==> config.mk <==
export PLATFORM = sky130hd
export DESIGN_NAME = spi_xfer_arbiter_flat
export DESIGN_NICKNAME = d
export VERILOG_FILES = /design/src/rtl/spi_xfer_arbiter_if.sv /design/src/rtl/spi_xfer_arbiter.sv /design/src/flat_wrapper.sv
export SDC_FILE = /design/constraint.sdc
export NUM_CORES = 1
export LEC_CHECK = 0
export ABC_AREA = 1
export CORE_MARGIN = 2
export CORE_UTILIZATION = 25
export CTS_CLUSTER_SIZE = 16
export DETAILED_ROUTE_END_ITERATION = 7
export DONT_BUFFER_PORTS = 1
export GPL_TIMING_DRIVEN = 0
export HOLD_SLACK_MARGIN = 0.06
export PLACE_DENSITY = 0.41
export REMOVE_ABC_BUFFERS = 1
export SLEW_MARGIN = 10
export SYNTH_ARGS = -nofsm -noshare
export SYNTH_HDL_FRONTEND = slang
export SYNTH_SLANG_ARGS = --single-unit
==> constraint.sdc <==
create_clock -name clk -period 3.5 [get_ports clk]
set_input_delay 0.35 -clock clk [delete_from_list [all_inputs] [get_ports clk]]
set_output_delay 0.35 -clock clk [all_outputs]
set_load 0.01 [all_outputs]
==> src/rtl/spi_xfer_arbiter_if.sv <==
// rtl/spi_xfer_arbiter_if.sv - requester handshake and SPI pin bundle for spi_xfer_arbiter
interface spi_xfer_arbiter_if #(
  parameter int W_Data = 32
);
  logic              req0;
  logic              req1;
  logic [W_Data-1:0] tx0;
  logic [W_Data-1:0] tx1;
  logic              gnt0;
  logic              gnt1;
  logic              done0;
  logic              done1;
  logic [W_Data-1:0] rx_data;
  logic              busy;
  logic              spi_clk;
  logic              spi_cs_n;
  logic              mosi;
  logic              miso;

  modport master (
    input  req0, req1, tx0, tx1, miso,
    output gnt0, gnt1, done0, done1, rx_data, busy, spi_clk, spi_cs_n, mosi
  );

  modport slave (
    output req0, req1, tx0, tx1, miso,
    input  gnt0, gnt1, done0, done1, rx_data, busy, spi_clk, spi_cs_n, mosi
  );
endinterface

==> src/rtl/spi_xfer_arbiter.sv <==
// rtl/spi_xfer_arbiter.sv - round-robin two-requester SPI mode-0 master; SPI_LOOPBACK_EN samples mosi instead of miso
module spi_xfer_arbiter #(
  parameter int W_Data     = 32,
  parameter int W_Counter  = 5,
  parameter int Gap_Cycles = 2
) (
  input  logic                clk,
  input  logic                rst,
  spi_xfer_arbiter_if.master  bus
);
  typedef enum logic [2:0] {
    S_IDLE,
    S_SETUP,
    S_SHIFT,
    S_DONE,
    S_GAP
  } state_t;

  localparam int W_Gap = (Gap_Cycles > 1) ? $clog2(Gap_Cycles) : 1;

  state_t               r_state;
  state_t               w_state_nxt;
  logic                 r_last_gnt;
  logic [W_Data-1:0]    r_tx;
  logic [W_Data-1:0]    r_rx;
  logic [W_Data-1:0]    r_rx_data;
  logic [W_Counter-1:0] r_bit;
  logic [W_Counter-1:0] w_bit_m1;
  logic [W_Gap-1:0]     r_gap;
  logic                 r_spi_clk;
  logic                 r_cs_n;
  logic                 r_mosi;
  logic                 r_last;
  logic                 r_gnt0;
  logic                 r_gnt1;
  logic                 r_done0;
  logic                 r_done1;
  logic                 w_grant;
  logic                 w_winner;
  logic                 w_sample_bit;
  logic [W_Data-1:0]    w_tx_sel;

`ifdef SPI_LOOPBACK_EN
  assign w_sample_bit = r_mosi;
`else
  assign w_sample_bit = bus.miso;
`endif

  assign w_bit_m1 = r_bit - 1'b1;

  always_ff @(posedge clk or posedge rst) begin
    if (rst) begin
      r_state <= S_IDLE;
    end else begin
      r_state <= w_state_nxt;
    end
  end

  always_comb begin
    w_state_nxt = r_state;
    w_grant     = 1'b0;
    w_winner    = 1'b0;
    case (r_state)
      S_IDLE: begin
        if (bus.req0 || bus.req1) begin
          w_grant     = 1'b1;
          // On a tie the requester that did not win last time goes next
          w_winner    = (bus.req0 && bus.req1) ? ~r_last_gnt : bus.req1;
          w_state_nxt = S_SETUP;
        end
      end
      S_SETUP: w_state_nxt = S_SHIFT;
      S_SHIFT: begin
        if (!r_spi_clk && r_last) begin
          w_state_nxt = S_DONE;
        end
      end
      S_DONE:  w_state_nxt = S_GAP;
      S_GAP: begin
        if (r_gap == '0) begin
          w_state_nxt = S_IDLE;
        end
      end
      default: w_state_nxt = S_IDLE;
    endcase
  end

  assign w_tx_sel = w_winner ? bus.tx1 : bus.tx0;

  always_ff @(posedge clk or posedge rst) begin
    if (rst) begin
      r_last_gnt <= 1'b1;
      r_tx       <= '0;
      r_rx       <= '0;
      r_rx_data  <= '0;
      r_bit      <= '0;
      r_gap      <= '0;
      r_spi_clk  <= 1'b0;
      r_cs_n     <= 1'b1;
      r_mosi     <= 1'b0;
      r_last     <= 1'b0;
      r_gnt0     <= 1'b0;
      r_gnt1     <= 1'b0;
      r_done0    <= 1'b0;
      r_done1    <= 1'b0;
    end else begin
      r_gnt0  <= 1'b0;
      r_gnt1  <= 1'b0;
      r_done0 <= 1'b0;
      r_done1 <= 1'b0;
      case (r_state)
        S_IDLE: begin
          if (w_grant) begin
            r_gnt0     <= ~w_winner;
            r_gnt1     <= w_winner;
            r_last_gnt <= w_winner;
            r_tx       <= w_tx_sel;
            r_rx       <= '0;
            r_cs_n     <= 1'b0;
            r_mosi     <= w_tx_sel[W_Data-1];
            r_bit      <= W_Counter'(W_Data - 1);
            r_last     <= 1'b0;
          end
        end
        S_SETUP: r_spi_clk <= 1'b1;
        S_SHIFT: begin
          if (r_spi_clk) begin
            r_rx[r_bit] <= w_sample_bit;
            r_spi_clk   <= 1'b0;
            if (r_bit == '0) begin
              r_last <= 1'b1;
            end else begin
              r_bit  <= w_bit_m1;
              r_mosi <= r_tx[w_bit_m1];
            end
          end else if (!r_last) begin
            r_spi_clk <= 1'b1;
          end
          // After the final falling edge spi_clk stays low for one cycle before DONE
        end
        S_DONE: begin
          r_rx_data <= r_rx;
          r_done0   <= ~r_last_gnt;
          r_done1   <= r_last_gnt;
          r_cs_n    <= 1'b1;
          r_mosi    <= 1'b0;
          r_gap     <= W_Gap'(Gap_Cycles - 1);
        end
        S_GAP: begin
          if (r_gap != '0) begin
            r_gap <= r_gap - 1'b1;
          end
        end
        default: ;
      endcase
    end
  end

  assign bus.gnt0     = r_gnt0;
  assign bus.gnt1     = r_gnt1;
  assign bus.done0    = r_done0;
  assign bus.done1    = r_done1;
  assign bus.rx_data  = r_rx_data;
  assign bus.busy     = (r_state != S_IDLE);
  assign bus.spi_clk  = r_spi_clk;
  assign bus.spi_cs_n = r_cs_n;
  assign bus.mosi     = r_mosi;
endmodule

==> src/flat_wrapper.sv <==
// flat-port wrapper written by rule: the top's interface ports become plain ports
module spi_xfer_arbiter_flat 
#(
  parameter int W_Data     = 32,
  parameter int W_Counter  = 5,
  parameter int Gap_Cycles = 2
)
  (clk, rst, bus_req0, bus_req1, bus_tx0, bus_tx1, bus_miso, bus_gnt0, bus_gnt1, bus_done0, bus_done1, bus_rx_data, bus_busy, bus_spi_clk, bus_spi_cs_n, bus_mosi);
  spi_xfer_arbiter_if #(.W_Data(W_Data)) bus_i ();
  input  logic clk;
  input  logic rst;
  input wire logic [$bits(bus_i.req0)-1:0] bus_req0;
  input wire logic [$bits(bus_i.req1)-1:0] bus_req1;
  input wire logic [$bits(bus_i.tx0)-1:0] bus_tx0;
  input wire logic [$bits(bus_i.tx1)-1:0] bus_tx1;
  input wire logic [$bits(bus_i.miso)-1:0] bus_miso;
  output wire logic [$bits(bus_i.gnt0)-1:0] bus_gnt0;
  output wire logic [$bits(bus_i.gnt1)-1:0] bus_gnt1;
  output wire logic [$bits(bus_i.done0)-1:0] bus_done0;
  output wire logic [$bits(bus_i.done1)-1:0] bus_done1;
  output wire logic [$bits(bus_i.rx_data)-1:0] bus_rx_data;
  output wire logic [$bits(bus_i.busy)-1:0] bus_busy;
  output wire logic [$bits(bus_i.spi_clk)-1:0] bus_spi_clk;
  output wire logic [$bits(bus_i.spi_cs_n)-1:0] bus_spi_cs_n;
  output wire logic [$bits(bus_i.mosi)-1:0] bus_mosi;
  assign bus_i.req0 = bus_req0;
  assign bus_i.req1 = bus_req1;
  assign bus_i.tx0 = bus_tx0;
  assign bus_i.tx1 = bus_tx1;
  assign bus_i.miso = bus_miso;
  assign bus_gnt0 = bus_i.gnt0;
  assign bus_gnt1 = bus_i.gnt1;
  assign bus_done0 = bus_i.done0;
  assign bus_done1 = bus_i.done1;
  assign bus_rx_data = bus_i.rx_data;
  assign bus_busy = bus_i.busy;
  assign bus_spi_clk = bus_i.spi_clk;
  assign bus_spi_cs_n = bus_i.spi_cs_n;
  assign bus_mosi = bus_i.mosi;
  spi_xfer_arbiter #(.W_Data(W_Data), .W_Counter(W_Counter), .Gap_Cycles(Gap_Cycles)) u_core (.clk(clk), .rst(rst), .bus(bus_i));
endmodule
# After elaboration in Yosys (flattened, before gate mapping)
# Cells that the tools add are included.
# op_classes
n_addsub	2
magnitude_cmp	3
n_eq_ne	11
muxes	42
bitwise	2
reduce_logical	20
# op_table
cell	n
32-bit two-way mux	3
32-bit one-hot mux with 2 select lines	1
32-bit bitwise mux	1
1-bit two-way mux	22
5-bit two-way mux	3
3-bit one-hot mux with 5 select lines	1
5-bit by 6-bit less-than comparator with 1-bit output, second input constant	2
4-bit AND reduction	3
2-bit by 1-bit inequality test with 1-bit output, second input constant	5
5-bit one-hot mux with 2 select lines	1
3-bit two-way mux	3
1-bit one-hot mux with 2 select lines	4
2-bit nonzero test	4
3-bit by 2-bit equality test with 1-bit output, second input constant	2
3-bit AND reduction	2
3-bit nonzero test	2
1-bit binary-select mux with 5-bit select	1
1-bit demux with 5-bit select	1
5-bit by 1-bit >= comparator with 1-bit output, second input constant	1
5-bit logical NOT	1
5-bit by 1-bit subtractor with 5-bit output, second input constant	1
2-bit inequality test, second input constant	2
2-bit AND reduction	2
3-bit by 1-bit equality test with 1-bit output, second input constant	1
8 further kinds	11
# totals
regBits	114
in_bits	69
out_inout_bits	40
wordCells	95

# Longest topological paths before layout
# Gate-level depths: netlist of the first run.
# depth
depth_word	7
mapped_depth	14
ltp_nobuf	12

# Worst setup path before layout of the first run
# OpenSTA, ideal clock, no wires.
# synth_timing
path_kind	register -> register
from	reg u_core.r_bit[0]
to	reg u_core.r_mosi, in the netlist u_core.bus.mosi
setup_time_ps	62
arrival_ps	1830
required_time_ps	3438
setup_slack_ps	1607
path_stages_with_launch	14
path_buffers	3
synth_period_minus_slack_ps	1893
cell_sequence	dfrtp_1 > buf_2 > inv_1 > buf_2 > ha_1 > buf_2 > clkinv_1 > nand3_1 > nand3_1 > nand3_1 > nand3_1 > nand3_1 > nand2_1 > inv_1
# synth_between
elab_chain_cells	6
elab_cells_between_ends	9
classes_between	1 x add/sub; 1 x eq/ne; 5 x mux; 2 x reduce/logical
# synth_lines
element	line_no	text
start: declaration	spi_xfer_arbiter.sv:27	logic [W_Counter-1:0] r_bit;
start signal: assignment	spi_xfer_arbiter.sv:121	r_bit <= W_Counter'(W_Data - 1);
start signal: assignment	spi_xfer_arbiter.sv:133	r_bit <= w_bit_m1;
5-bit by 1-bit subtractor with 5-bit output	spi_xfer_arbiter.sv:49	assign w_bit_m1 = r_bit - 1'b1;
1-bit binary-select mux with 5-bit select	spi_xfer_arbiter.sv:134	r_mosi <= r_tx[w_bit_m1];
1-bit two-way mux (implied by the code)	spi_xfer_arbiter.sv:134	
1-bit two-way mux	spi_xfer_arbiter.sv:130	if (r_bit == '0) begin
1-bit two-way mux	spi_xfer_arbiter.sv:127	if (r_spi_clk) begin
1-bit one-hot mux with 3 select lines	spi_xfer_arbiter.sv:111	case (r_state)
end signal: assignment	spi_xfer_arbiter.sv:120	r_mosi <= w_tx_sel[W_Data-1];
end signal: assignment	spi_xfer_arbiter.sv:134	
end: declaration	spi_xfer_arbiter.sv:32	logic r_mosi;
# Several ways; a longest one is shown, not always the timed one. The select of a mux whose other input is x is not followed.
# A chain may end at the register's enable or synchronous reset.

# Worst setup path after layout of the first run
# Same ends and word-level chain as after synthesis.

==> flow_summary.json, run 1 <==
{
  "antenna_found_initial": 0,
  "routed_wl_um": 13760,
  "setup_violations": 0,
  "outcome": "finished clean",
  "slew_headroom": 0.3710,
  "tightestPinTransition_ps": 943.5,
  "drive_gt1_frac": 0.1125,
  "worst-endpoint-arrival_ps": 3160,
  "fin_util": 0.3146,
  "required_ps": 3850,
  "gp_congestion": 0.7961,
  "fin_crit_sh": 0.8011,
  "grt_pass1_vias": 4078,
  "path_cells": "clkinvlp_4 > ha_1 > clkinv_1 > nand3_1 > nand3_1 > nand3_1 > nand3_1 > nand3_1 > nand2_1 > inv_1",
  "wl_met1_um": 6705,
  "slowest_stage": "dfrtp_2",
  "p_sw_uw": 2262,
  "hpwl_um": 9113,
  "hold_viol": 0,
  "slew_violations": 0,
  "drv_cap": 0,
  "post_drt_wl_per_cell_um": 14.75,
  "powerDensity_mw_per_mm2": 854.0,
  "grt_pass1_wl_um": 22270,
  "clk_path_buf_depth": 2,
  "diodes": 0,
  "viasPerCell": 4.540,
  "layout.cells.non_filler": 933,
  "netlist_instances": 613,
  "most-common-layout-cells": "nand2_1 (217), dfrtp_1 (111), nand3_1 (69)",
  "swShare": 0.3991,
  "synth_area_per_cell_um2": 8.793,
  "io_buffers": 0,
  "ir_worst_vdd_v": 0.0003438,
  "wl_met2_um": 6190,
  "core_mm2": 0.02109,
  "grt_max_degree": 82,
  "initial_core_util": 0.2556,
  "fin_crit_ps": 2804,
  "cts.sinks": 114,
  "grtUsageTotal": 0.1268,
  "ys_ff_latch": 114,
  "syn-cell-area_mm2": 0.005390,
  "cp-start-kind": "register",
  "drc": 0,
  "numCtsBuffers": 17,
  "wl_met3_um": 726,
  "ys_warn_count": 0,
  "clk_pin_slew_ps": 50,
  "die_area_mm2": 0.02275,
  "critPathTopFamily": "buffers and inverters",
  "gr-total-overflow": 0,
  "cts_root_buffer": "clkbuf_16",
  "critPathKind": "reg2reg",
  "worstHoldPathType": "in2reg",
  "dp_cells": 859,
  "rsz0062_at_grt": "false",
  "mostFrequentLayoutCell": "nand2_1",
  "p_int_uw": 3405,
  "cts_tree": "yes",
  "final_nets": 719,
  "clock_skew_ps": 5.884,
  "chipHeight_um": 150.8,
  "die_w_um": 150.8,
  "top_layer_used": "met4",
  "seq_power_share": 0.349,
  "ant_nets": 0,
  "synth_cell_types": 28,
  "final_area_mm2": 0.006635,
  "synth_edf_count": 0,
  "seq_area_frac_synth": 0.5297,
  "area_growth_pct": 23.10,
  "post_dp_cell_area_mm2": 0.005615,
  "first_pass_iters": 4,
  "drt-initial-drc-count": 228,
  "max_freq_mhz": 356.7,
  "num_io_pins": 109,
  "max_stage_delay_ps": 640,
  "async_reset_ff_frac": 1.000,
  "cp_max_fo": 21,
  "p_leak_uw": 0.003051,
  "postCtsSetupBuffers": 0,
  "crit_buf_inv": 3,
  "pwr-share-comb": 0.343,
  "clockPowerShare": 0.308,
  "synth-main-ff-cell": "dfrtp_1",
  "cpMostUsedCell": "nand3_1",
  "cts-htree-levels": 4,
  "fin_hold_ws_ps": 74.19,
  "num_rows": 53,
  "endpoint_kind": "register",
  "clk_latency_ps": 410,
  "via_count": 4236
}
==> path summary, 6_finish.rpt <==
kind | from | endpoint | slack (ps) | cells after the start
min in group asynchronous | rst | u_core.r_tx[3] | 410 | 2
worst min-delay path | bus_tx0[11] | u_core.r_tx[11] | 70 | 2
worst min register to register | u_core.r_rx[17] | u_core.r_rx[17] | 480 | 2
worst max register to register | u_core.r_bit[0] | u_core.bus.mosi | 700 | 10
max in group asynchronous | rst | u_core.r_last_gnt | 2340 | 3
worst max-delay path | u_core.r_bit[0] | u_core.bus.mosi | 700 | 10
==> layer usage <==
metal | global-route usage | vias up
met5 | 0 | -
met1 | 0.1760 | 2006
li1 | - | 2106
met2 | 0.1932 | 115
met4 | 0.03832 | 0
met3 | 0.03464 | 9
==> power by group through the flow <==
stage / Combinational [uW] / Clock (uW) / Sequential [uW]
final: 1940 / 1750 / 1980
after global routing: 2260 / 1850 / 2040
after CTS: 1980 / 1800 / 1980
after detailed placement: 1930 / 0 / 2000
after global placement: 1890 / 0 / 1990
after floorplan: 1430 / 0 / 1890
==> per-stage QoR <==
stage                     power [uW]  setup slack (ps)  TNS (ps)
after global placement          3879             -1252   -139200
after CTS                       5761             131.5         0
after floorplan                 3316             137.6         0
final                           5666             696.2         0
after detailed placement        3938             157.4         0
after global routing            6151             420.2         0
==> cell usage after synthesis (all sizes together), types with 3 or more instances <==
| master | n | area (um2) |
|---|---|---|
| nor2 | 13 | 63.81 |
| mux2 | 31 | 349.1 |
| nor3 | 7 | 35.03 |
| ha | 5 | 62.56 |
| o21ai | 39 | 195.2 |
| nand4 | 3 | 18.77 |
| buf | 20 | 137.6 |
| a21oi | 5 | 25.02 |
| clkbuf | 11 | 41.29 |
| nand2 | 222 | 843.3 |
| nand3 | 71 | 360.3 |
| o31ai | 31 | 232.7 |
| inv | 35 | 131.4 |
| dfrtp | 112 | 2803 |
==> repair_timing <==
action,4_1_cts,5_1_grt
resized for setup,0,2
endpoints found under the hold margin,56,0
hold buffers,41,0
setup endpoints to repair,0,1
==> cells by family after synthesis <==
family | Yosys count | synth area share
AOI/OAI and AO/OA | 80 | 0.09053
adders and majority gates | 5 | 0.01161
DFF | 114 | 0.5297
and+or+nand+nor | 316 | 0.2451
buffers and inverters | 67 | 0.05826
muxes | 31 | 0.06476
==> state kept, by name, indices dropped and copies added (netlist names), 3 cells and up <==
register            cells
u_core.r_rx            32
u_core.r_tx            32
u_core.r_bit            5
u_core.bus.rx_data     32
u_core.r_state          3
==> final cells by class <==
class / count / area, um2
multi-input combinational: 432 / 2233
clock buffer: 19 / 432.9
timing repair buffer: 43 / 457.9
sequential: 114 / 2856
clock inverter: 13 / 161.4
timing repair inverter: 1 / 5.005
fill: 2229 / 14450
tap: 275 / 344.1
inverter: 36 / 143.9
(Power assumes the default switching activity.)
==> run 2, diff against run 1 <==
--- a/config.mk
+++ b/config.mk
@@ -13,7 +13,7 @@
 export DONT_BUFFER_PORTS = 1
 export GPL_TIMING_DRIVEN = 0
 export HOLD_SLACK_MARGIN = 0.06
-export PLACE_DENSITY = 0.41
+export PLACE_DENSITY = 0.39
 export REMOVE_ABC_BUFFERS = 1
 export SLEW_MARGIN = 10
 export SYNTH_ARGS = -nofsm -noshare
==> constraint.sdc (replaced) <==
create_clock -name clk -period 2.8 [get_ports clk]
set_input_delay 0.28 -clock clk [delete_from_list [all_inputs] [get_ports clk]]
set_output_delay 0.28 -clock clk [all_outputs]
set_load 0.01 [all_outputs]
==> run 2 against run 1 <==
Global-route usage up 0.58 points. Utilization is 0.93 points higher. Clock power grew 17%. Critical path depth is the same. Cell count grew 2.5%. First-iteration DRC count is 1.3% higher.
==> flow_summary.json, run 2 (same netlist as run 1, synthesis figures left out) <==
{
  "drt-initial-drc-count": 231,
  "chipHeight_um": 150.8,
  "hold_viol": 0,
  "grt_pass1_wl_um": 23190,
  "dp_cells": 859,
  "clk_latency_ps": 420,
  "via_count": 4345,
  "routed_wl_um": 14430,
  "fillers": 2201,
  "cts-htree-levels": 4,
  "critPathTopFamily": "flip-flops",
  "rsz0062_at_grt": "false",
  "max_stage_delay_ps": 650,
  "required_ps": 3160,
  "slew_violations": 0,
  "grt_max_degree": 81,
  "grtUsageTotal": 0.1326,
  "worst-endpoint-arrival_ps": 2840,
  "area_growth_pct": 26.74,
  "ir_worst_vdd_v": 0.0004020,
  "fin_crit_sh": 0.8882,
  "top_usage_layer": "met2",
  "slowest_stage": "dfrtp_2",
  "use_met2": 0.2075,
  "most-common-layout-cells": "nand2_1 (217), dfrtp_1 (110), nand3_1 (69)",
  "post_drt_wl_per_cell_um": 15.09,
  "cts_tree": "yes",
  "tightestPinTransition_ps": 797.1,
  "grt_pass1_vias": 4326,
  "die_w_um": 150.8,
  "endpoint_kind": "register",
  "drv_cap": 0,
  "post_dp_cell_area_mm2": 0.005615,
  "cpMostUsedCell": "nand3_1",
  "outcome": "finished clean",
  "num_rows": 53,
  "gp_congestion": 0.7761,
  "setup_violations": 0,
  "clk_pin_slew_ps": 50,
  "max_freq_mhz": 402.1,
  "setup_tns_ps": 0,
  "clock_skew_ps": 6.056,
  "layout.cells.non_filler": 956,
  "ant_nets": 0,
  "slew_headroom": 0.4673,
  "diodes": 0,
  "worstHoldPathType": "in2reg",
  "cp-start-kind": "register",
  "die_area_mm2": 0.02275,
  "cp_max_fo": 21,
  "p_leak_uw": 0.003120,
  "grtUsageMet3": 0.03765,
  "cts_root_buffer": "clkbuf_16",
  "initial_core_util": 0.2556,
  "hpwl_um": 9135,
  "met1_usage": 0.1756,
  "drc": 0,
  "final_nets": 742,
  "cts.sinks": 114,
  "gr-total-overflow": 0,
  "path_cells": "clkinvlp_4 > ha_2 > clkinv_2 > nand3_1 > nand3_1 > nand3_1 > nand3_1 > nand3_1 > nand2_1 > inv_1",
  "powerDensity_mw_per_mm2": 1028,
  "antenna_found_initial": 0,
  "core_mm2": 0.02109,
  "crit_buf_inv": 3,
  "final_area_mm2": 0.006832,
  "viasPerCell": 4.545,
  "numCtsBuffers": 17,
  "mostFrequentLayoutCell": "nand2_1",
  "first_pass_iters": 4,
  "clk_path_buf_depth": 2,
  "critPathKind": "reg2reg",
  "drive_gt1_frac": 0.1175,
  "io_buffers": 0,
  "num_io_pins": 109,
  "fin_crit_ps": 2487
}
-- run 2: cell count changes in the layout (fill, tap and decap cells not counted), sizes merged --
cell and delta:
dlygate4sd3 +22, nor2 +1, inv -1, clkinvlp +3
bufinv -2
-- run 2: final timing paths --
path                                 start  slack, ps  depth (start not counted)                end
setup / recovery           u_core.r_bit[0]        310                         10    u_core.bus.mosi
hold / removal                    bus_req1        210                          3  u_core.r_last_gnt
setup reg to reg           u_core.r_bit[0]        310                         10    u_core.bus.mosi
hold reg to reg            u_core.r_rx[15]        480                          2    u_core.r_rx[15]
max in group asynchronous              rst       1700                          3  u_core.r_last_gnt
min in group asynchronous              rst        340                          2     u_core.r_tx[1]
-- run 2: cell type report --
| cell class | count | area, um2 | area share |
|---|---|---|---|
| inverter | 36 | 148.9 | 0.02179 |
| tap | 275 | 344.1 | 0.05037 |
| multi-input combinational | 433 | 2242 | 0.3282 |
| timing repair buffer | 65 | 678.2 | 0.09927 |
| sequential | 114 | 2858 | 0.4183 |
| clock inverter | 13 | 112.6 | 0.01648 |
| clock buffer | 19 | 442.9 | 0.06484 |
| timing repair inverter | 1 | 5.005 | 0.0007326 |
-- run 2: timing repair --
action / in CTS / in global routing
endpoints found under the setup margin: 41 / 64
endpoints found under the hold margin: 65 / 0
buffers inserted: 0 / 0
cloned: 1 / 1
hold buffers: 63 / 0
pin swaps: 0 / 1
gates resized for setup: 4 / 3
-- run 2: through the flow --
stage          hold WS, ps  setup WS [ps]  power (uW)    util
2_1_floorplan        399.9         -492.4        4145       -
3_3_place_gp         406.7          -1919        4866  0.2634
3_5_place_dp         154.4         -519.9        4938  0.2663
4_1_cts              199.1          12.55        7108  0.3233
5_1_grt              267.6          48.29        7626  0.3240
6_report             212.1          313.0        7021  0.3240
-- run 2: report_power, final --
part / leakage [uW] / switching, uW / internal [uW]
sequential: 0.00148 / 404 / 2070
clock: 0.000257 / 800 / 1240
combinational: 0.00138 / 1690 / 820
total: 0.00312 / 2890 / 4130
-- run 2: worst min-delay path: cells and delay by family --
family / cells / cell delay [ps]
AOI/OAI and AO/OA: 2 / 260
buffers and inverters: 1 / 50
-- run 2: per-layer routing --
layer / part of all wire / routed length, um
met1: 0.47 / 6754
met3: 0.058 / 830
met4: 0.014 / 204
met5: 0 / 0
met2: 0.46 / 6640
==> run 3, diff against run 2 <==
--- a/config.mk
+++ b/config.mk
@@ -6,6 +6,7 @@
 export NUM_CORES = 1
 export LEC_CHECK = 0
 export ABC_AREA = 1
+export CAP_MARGIN = 0
 export CORE_MARGIN = 2
 export CORE_UTILIZATION = 25
 export CTS_CLUSTER_SIZE = 16
==> constraint.sdc (replaced) <==
create_clock -name clk -period 2.8 [get_ports clk]
set_input_delay 0.42 -clock clk [delete_from_list [all_inputs] [get_ports clk]]
set_output_delay 0.42 -clock clk [all_outputs]
set_load 0.01 [all_outputs]
==> run 3 against run 2 <==
Utilization shrank 2.9 points. Register-to-register slack barely moved. Clock skew about the same. Power down 1.1%. Cell count is 6.5% lower. Largest power group is now sequential cells. Global-route usage shrank 0.39 points. Critical endpoint is now u_core.r_bit[3]. Clock power about the same. Clock-buffer cell count is the same. Sequential cell count is the same. Combinational power fell by 3%. Wire length shrank 2.6%.
==> flow_summary.json, run 3 (same netlist as run 1, synthesis figures left out) <==
{
  "gr-total-overflow": 0,
  "fin_crit_ps": 2488,
  "final_nets": 680,
  "post_dp_cell_area_mm2": 0.005615,
  "cpMostUsedCell": "clkinvlp_4",
  "postCtsSetupBuffers": 0,
  "critPathTopFamily": "buffers and inverters",
  "diodes": 0,
  "clk_latency_ps": 420,
  "ir_worst_vdd_v": 0.0004054,
  "clk_path_buf_depth": 2,
  "clk_pin_slew_ps": 50,
  "crit_buf_inv": 3,
  "mostFrequentLayoutCell": "nand2_1",
  "drt-initial-drc-count": 212,
  "grt_pass1_vias": 4115,
  "tightestPinTransition_ps": 804.3,
  "via_count": 4112,
  "antenna_found_initial": 0,
  "num_rows": 53,
  "p_leak_uw": 0.002861,
  "ff2ff_setup_slack_ps": 310,
  "rsz0062_at_grt": "false",
  "cp-start-kind": "register",
  "viasPerCell": 4.600,
  "num_io_pins": 109,
  "clock_skew_ps": 6.337,
  "grt_max_degree": 81,
  "worstHoldPathType": "in2reg",
  "fin_crit_sh": 0.8886,
  "powerDensity_mw_per_mm2": 1118,
  "critPathKind": "reg2reg",
  "core_mm2": 0.02109,
  "outcome": "finished clean",
  "required_ps": 3060,
  "numCtsBuffers": 17,
  "grt_pass1_wl_um": 22330,
  "area_growth_pct": 15.23,
  "hold_viol": 0,
  "drv_cap": 0,
  "cp_max_fo": 21,
  "die_area_mm2": 0.02275,
  "cts-htree-levels": 4,
  "die_w_um": 150.8,
  "r2r_start": "u_core.r_bit[0]",
  "routed_wl_um": 14050,
  "io_buffers": 0,
  "endpoint": "u_core.r_bit[3]",
  "path_depth": 8,
  "cts.sinks": 114,
  "first_pass_iters": 4,
  "r2r_cells": 8,
  "power_uw": 6946,
  "cp-startpoint": "u_core.r_bit[0]",
  "max_stage_delay_ps": 650,
  "slowest_stage": "dfrtp_2",
  "cts_tree": "yes",
  "hpwl_um": 9135,
  "setup_violations": 0,
  "initial_core_util": 0.2556,
  "path_cells": "clkinvlp_4 > ha_2 > clkinvlp_4 > nor2_1 > inv_1 > nand2_1 > nor3_1 > a22oi_1",
  "drc": 0,
  "final_area_mm2": 0.006211,
  "ant_nets": 0,
  "post_drt_wl_per_cell_um": 15.72,
  "max_freq_mhz": 401.9,
  "chipHeight_um": 150.8,
  "cts_root_buffer": "clkbuf_16",
  "drive_gt1_frac": 0.1292,
  "most-common-layout-cells": "nand2_1 (217), dfrtp_1 (110), nand3_1 (69)",
  "worst-endpoint-arrival_ps": 2750,
  "grtUsageTotal": 0.1287,
  "slew_violations": 0,
  "gp_congestion": 0.7761,
  "r2r_end": "u_core.r_bit[3]",
  "fin_util": 0.2945,
  "slew_headroom": 0.4625,
  "endpoint_kind": "register"
}
==> run 3: cell count changes in the layout (fill, tap and decap cells not counted), sizes merged <==
| cell | change |
|---|---|
| dlygate4sd3 | -62 |
==> run 3: final cells by class <==
type                       count  area, um2
clock buffer                  19      442.9
timing repair inverter         1      5.005
fill                        2269      14880
clock inverter                13      112.6
sequential                   114       2858
timing repair buffer           3      57.56
multi-input combinational    433       2242
inverter                      36      148.9
tap                          275      344.1
==> run 3: how the worst min path moves through the flow <==
stage / startpoint / to / slack [ps] / cells past startpoint
after floorplan: u_core.r_rx[12] / u_core.r_rx[12] / 440 / 2
after global placement: u_core.r_rx[15] / u_core.r_rx[15] / 460 / 2
after detailed placement: rst / u_core.r_tx[1] / 290 / 1
after CTS: bus_tx0[18] / u_core.r_tx[18] / 110 / 2
after global routing: bus_tx0[21] / u_core.r_tx[21] / 120 / 2
final: bus_tx0[18] / u_core.r_tx[18] / 130 / 2
==> run 3: where the power goes <==
part | internal, uW | switching (uW) | leakage [uW] | total [uW]
registers | 2070 | 405 | 0.00148 | 2480
clock network | 1240 | 795 | 0.000257 | 2030
logic | 763 | 1680 | 0.00112 | 2440
total | 4070 | 2880 | 0.00286 | 6950
==> run 3: worst reg2reg max path, delay by kind of cell (launching register included) <==
kind | cells | cell delay, ps
compound gates | 1 | 120
fa+ha+maj | 1 | 300
buf+inv | 3 | 730
flops | 1 | 650
simple gates | 3 | 550
==> run 3: what timing repair did <==
| action | in CTS | in global routing |
|---|---|---|
| hold buffers | 1 | 0 |
| hold endpoints to repair | 33 | 0 |
| gates cloned | 1 | 1 |
| pin swaps | 0 | 1 |
| endpoints found under the setup margin | 41 | 64 |
| resized for setup | 4 | 3 |
==> run 3: layer usage <==
metal / GRT usage / vias up / wire length, um
met1: 0.1751 / 1941 / 6786
li1: - / 2023 / -
met3: 0.04036 / 16 / 833
met5: 0 / - / 0
met2: 0.1923 / 132 / 6226
met4: 0.04720 / 0 / 206
==> run 3: stage by stage <==
step / cells / setup TNS, ps / worst slack [ps] / hold WS, ps
after global routing: 894 / 0 / 48.29 / 115.1
after detailed placement: 859 / -12170 / -519.9 / 294.4
after global placement: 857 / -254620 / -2059 / 463.5
final: 894 / 0 / 312.0 / 126.2
after floorplan: 582 / -70830 / -632.4 / 444.4
after CTS: 893 / 0 / 12.55 / 109.8
